[config.mk]
export PLATFORM = sky130hd
export DESIGN_NAME = disp_scan
export DESIGN_NICKNAME = d
export VERILOG_FILES = /design/src/rtl/disp_scan.sv
export SDC_FILE = /design/constraint.sdc
export NUM_CORES = 1
export LEC_CHECK = 0
export BUFFER_PORTS_ARGS = -buffer_cell sky130_fd_sc_hd__buf_2
export CAP_MARGIN = 20
export CELL_PAD_IN_SITES_DETAIL_PLACEMENT = 1
export CELL_PAD_IN_SITES_GLOBAL_PLACEMENT = 1
export CORE_MARGIN = 1
export CORE_UTILIZATION = 35
export CTS_BUF_LIST = sky130_fd_sc_hd__clkbuf_4 sky130_fd_sc_hd__clkbuf_8
export DETAILED_ROUTE_END_ITERATION = 8
export MAX_ROUTING_LAYER = met4
export PLACE_DENSITY_LB_ADDON = 0.05
export SKIP_LAST_GASP = 1
export SYNTH_ARGS = -nofsm -noshare
export SYNTH_HDL_FRONTEND = slang
export SYNTH_SLANG_ARGS = --single-unit
[constraint.sdc]
create_clock -name clk -period 2.3 [get_ports clk]
set_input_delay 0.345 -clock clk [delete_from_list [all_inputs] [get_ports clk]]
set_output_delay 0.345 -clock clk [all_outputs]
set_load 0.03 [all_outputs]
[src/rtl/disp_scan.sv]
// Four-digit multiplexed display scanner. It holds each position for REFRESH_DIV
// cycles, starts each position with a dark guard window, and handles blink and leading-zero blanking.
module disp_scan #(
  parameter int unsigned REFRESH_DIV = 100000,
  parameter int unsigned GUARD_CYC   = 4
) (
  input  logic        clk,
  input  logic        rst_n,
  input  logic [15:0] digits,
  input  logic        load,
  input  logic [3:0]  blink_en,
  input  logic        blink_pulse,
  input  logic        lz_en,
  output logic [3:0]  digit,
  output logic [3:0]  an,
  output logic        scan_tick
);

  localparam int unsigned CW = (REFRESH_DIV > 1) ? $clog2(REFRESH_DIV) : 1;
  localparam logic [CW-1:0] CNT_MAX = CW'(REFRESH_DIV - 1);

  logic [CW-1:0]  cnt_q, cnt_d;
  logic [1:0]     idx_q, idx_d;
  logic [15:0]    shadow_q, shadow_d;
  logic           phase_q, phase_d;
  logic [3:0]     an_q, an_d;
  logic [3:0]     digit_q, digit_d;
  logic           tick_q, tick_d;

  logic           wrap;
  logic           guard;
  logic [3:0][3:0] nib;
  logic [3:0]     lz, blank;

  assign nib = shadow_q;

  always_comb begin
    wrap     = (cnt_q == CNT_MAX);
    cnt_d    = wrap ? '0 : cnt_q + CW'(1);
    idx_d    = wrap ? idx_q + 2'd1 : idx_q;
    shadow_d = load ? digits : shadow_q;
    phase_d  = phase_q ^ blink_pulse;
    tick_d   = wrap;

    // Suppression cascades from the leftmost digit; position 0 always shows.
    lz[3] = lz_en && (nib[3] == 4'd0);
    lz[2] = lz[3] && (nib[2] == 4'd0);
    lz[1] = lz[2] && (nib[1] == 4'd0);
    lz[0] = 1'b0;
    blank = (blink_en & {4{phase_q}}) | lz;

    guard = (32'(cnt_q) < GUARD_CYC);

    if (guard || blank[idx_q]) begin
      an_d    = 4'hF;
      digit_d = 4'hF;
    end else begin
      an_d    = ~(4'b0001 << idx_q);
      digit_d = nib[idx_q];
    end
  end

  always_ff @(posedge clk or negedge rst_n) begin
    if (!rst_n) begin
      cnt_q    <= '0;
      idx_q    <= 2'd0;
      shadow_q <= 16'h0000;
      phase_q  <= 1'b0;
      an_q     <= 4'hF;
      digit_q  <= 4'hF;
      tick_q   <= 1'b0;
    end else begin
      cnt_q    <= cnt_d;
      idx_q    <= idx_d;
      shadow_q <= shadow_d;
      phase_q  <= phase_d;
      an_q     <= an_d;
      digit_q  <= digit_d;
      tick_q   <= tick_d;
    end
  end

  assign an        = an_q;
  assign digit     = digit_q;
  assign scan_tick = tick_q;

endmodule

* Word level (Yosys, flattened, before mapping)
Index checks and enable logic that the tools add are counted. Widths: inputs -> output; s select.
Storage, ports and cells: register bits after elaboration 45, word-level logic and storage cells 31, output and inout bits 9, input bits 25
Cells by class: shifts and indexed selects 1, reduce and logical (&&, ||, !) cells 7, order comparisons 2, multiplexer cells 7, equality and inequality tests 1, add/sub/neg operators 2, bitwise operators 4
Operators by type and width (number):
- $add 17x1->17 const B | 1
- $eq 17x17->1 const B | 1
- $lt 17x3->1 const B | 1
- $mux 17 | 1
- $logic_not 4->1 | 3
- $mux 4 | 3
- $bmux 4 s2 | 1
- $and 4x4->4 | 1
- $not 4->4 | 1
- $or 4x4->4 | 1
- $shl 1x2->4 const A | 1
- $logic_and 1x1->1 | 3
- $lt 2x3->1 const B | 1
- $add 2x1->2 const B | 1
- $bmux 1 s2 | 1
- $logic_or 1x1->1 | 1
- $mux 1 | 1
- $xor 1x1->1 | 1

* Depth between registers and ports, before layout
word-level depth 9, mapped depth 5, mapped depth without buffers 5

* Worst setup path before layout
OpenSTA, ideal clock, no wires.
path type flip-flop to flip-flop, start point register cnt_q[12], end point register idx_q[1], stages on the path, launching flop included 4, library setup time 0.125 ns, arrival time 1.639 ns, path slack 0.536 ns, required time 2.175 ns, buffers on the path 0, period minus slack after synthesis 1.764 ns, cells stage by stage dfrtp_1 or4_4 nor4_4 mux2_2
Between the ends: word-level cells in the longest chain between the ends 1
RTL lines:
- start, declared | line 22 | logic [CW-1:0] cnt_q, cnt_d;
- start signal, assigned | line 73 | cnt_q <= cnt_d;
- $eq 17x17->1 | line 38 | wrap = (cnt_q == CNT_MAX);
- end signal, assigned | line 74 | idx_q <= idx_d;
- end, declared | line 23 | logic [1:0] idx_q, idx_d;
No other way between the ends. A chain may end at the register's enable or synchronous reset.

* Worst setup path in the final report
start point register cnt_q[10], end point register digit_q[1], in the netlist digit[1]
Between the ends: word-level cells in the longest chain between the ends 3
RTL lines:
- $lt 17x3->1 | line 52 | guard = (32'(cnt_q) < GUARD_CYC);
- $logic_or 1x1->1 | line 54 | if (guard || blank[idx_q]) begin
- $mux 4 | line 54
- named net digit_d[1] | line 27 | logic [3:0] digit_q, digit_d;
- end signal, assigned | line 78 | digit_q <= digit_d;
- end, declared | line 27
The timed path passes the listed nets, and every way through them passes these cells.

==> metrics.txt <==
Yosys reg bits=45; crit path to=digit[1]$_DFF_PN1_; endpoints failing hold=0; Rows=27; Initial Util=36.79%; total grt overflow=0; Final Cycle Share=80.02%; CTS tree=yes; R2R Path End=digit[1]$_DFF_PN1_; Simple-Gate Fraction of Synth Area=16.17%; Slew HR=38.47%; Final Max Slew Viols=0; total CTS buffers=5; WL/cell=15.92 um; die extent in x=78.55 um; Setup crit start kind=flip-flop; antenna-violating nets left=0; Vias/cell=4.938; die height=78.55 um; # Max-Cap Violations=0; crit-path cells=or4_2 > nor4_1 > a211oi_1 > nand3b_1; Hold Buf Count CTS=0; DRC=0; Netlist cell types=32; initial antenna violation count=0; commonest non-fill, non-tap cell in the layout=dfrtp_1; critical path launch point=cnt_q[10]$_DFF_PN0_; critical path's slowest cell=or4_2; final setup fails=0; final total power=1.585 mW; total number of yosys warnings=0; CTS resizes=0; Syn Area/Cell=12.74 um2; clk sinks=45; CP Max Fanout=8; Worst-Margin Slew=917.5 ps; # nets final=229; most frequent cells in the layout=dfrtp_1 (37), buf_2 (33), mux2_2 (17), xnor2_1 (13), nor2_1 (11); XOR/XNOR share of the synthesized area=7.261%; Reg clk slew, reported paths=80 ps; Port Buf Inserts=33; WP depth=4; CTS root buf=clkbuf_8; area delta synth->final=16.53%; Synth Instances=161; ys async rst share=100.0%; reg2reg start=cnt_q[10]$_DFF_PN0_; fillers=623; Worst EP arrival=2060 ps; maximum vdd drop=359.1 uV; IO Count=34; TNS Setup=0 ps; RSZ-0062 raised after global routing=no; Worst R2R Setup Slack=460 ps; core area=5574 um2; status=completed; syn nets=191; Final Skew=6.211 ps; worst setup path category=reg2reg; vias in the first global route=1391; GP Congestion=0.7746; Synth Cell Area=2051 um2; Post-DP HPWL=3313 um; crit-path leading delay family=simple AND/OR/NAND/NOR gates; Leakage Power=1.006 nW; CP Buf/Inv Count=0; Top FF cell, synth=dfrtp_1; Hold Path Class=in2async; Synth Area in Adders=3.051%; fmax=543.3 MHz; first-pass GRT wire length=7300 um; largest family of logic cells by synthesized area=simple AND/OR/NAND/NOR gates; CP Capture Type=flip-flop; clk_lat worst skew=290 ps; final WL=4330 um; reg2reg path depth=4; EDFF count, synth=0; DRT Pass-1 Iters=4; postcts setup bufs=0; CP max stage delay=680 ps; via count=1343; Die ar.=6169 um2; CTS Buffer Depth=2; largest net degree at the start of global routing=23; n_diodes=0; share of post-route cells with drive strength above 1=38.50%; H-tree Lvls=2; post-synthesis mux area share=14.22%; initial DRC count=60; GRT Total Usage=16.03%; crit path time final=1840 ps; sequential-to-total area share from yosys stat=55.40%; Power Density=663.4 nW/um2; Synth Area in Compound Gates=1.586%; Worst EP required=2520 ps
## cell families after synthesis
group | Yosys count
AOI/OAI and AO/OA | 5
adders and majority gates | 5
DFF | 45
xor gates and xnor gates | 17
buffers and inverters | 10
and+or+nand+nor | 57
muxes | 22
## cells in the mapped netlist, types with 5 or more instances
| cell | instances | area (um2) |
|---|---|---|
| nand3_1 | 10 | 50.05 |
| ha_1 | 5 | 62.56 |
| xnor2_1 | 13 | 113.9 |
| nor2_1 | 11 | 41.29 |
| dfstp_2 | 8 | 210.2 |
| nand2_1 | 5 | 18.77 |
| nand4_1 | 6 | 37.54 |
| nor4_1 | 6 | 37.54 |
| mux2_2 | 17 | 191.4 |
| dfrtp_1 | 37 | 925.9 |
## per-stage QoR
step                util, %  instances  worst slack [ps]  area, um2  hold WS [ps]
floorplan                 -        161             536.1       2051         49.41
global placement      41.32        264             539.4       2303         379.5
detailed placement    41.32        264             451.3       2303         393.0
CTS                   42.87        272             433.5       2390         70.78
global route          42.87        272             332.1       2390         76.76
finish                42.87        272             459.5       2390         74.79
## layout make-up
cell class                 instances  area [um2]  area share, %
tap                               72       90.09          3.770
clock inverter                     2       10.01         0.4188
sequential                        45        1136          47.54
inverter                           4       15.01         0.6283
timing repair buffer              37       195.2          8.168
multi-input combinational        106       867.1          36.28
clock buffer                       6       76.32          3.194
## power breakdown
part	internal (mW)	leakage, nW	switching (mW)
Combinational	0.0880	0.409	0.116
Sequential	0.862	0.548	0.0368
Clock	0.223	0.0484	0.260
## layer usage
layer	vias to the layer above	GRT usage, %	wire, um
li1	650	-	-
met1	665	23.31	2216
met2	24	22.09	1941
met3	4	3.256	137
met4	0	5.370	35
met5	-	-	0
## worst min-delay path by stage
| stage | to | slack (ps) | cells past startpoint |
|---|---|---|---|
| final | digit[3]$_DFF_PN1_ | 70 | 1 |
| after global routing | digit[2]$_DFF_PN1_ | 80 | 1 |
| after CTS | digit[2]$_DFF_PN1_ | 70 | 1 |
| after detailed placement | digit[2]$_DFF_PN1_ | 390 | 1 |
| after global placement | digit[3]$_DFF_PN1_ | 380 | 1 |
| after floorplan | cnt_q[0]$_DFF_PN0_ | 50 | 0 |
## flip-flops by register name (all words and copies together) (netlist names)
name and flops:
scan_tick 1, phase_q 1, cnt_q 17, an 4
nib 16, digit 4, idx_q 2
Power figures use the tool's default switching activity.
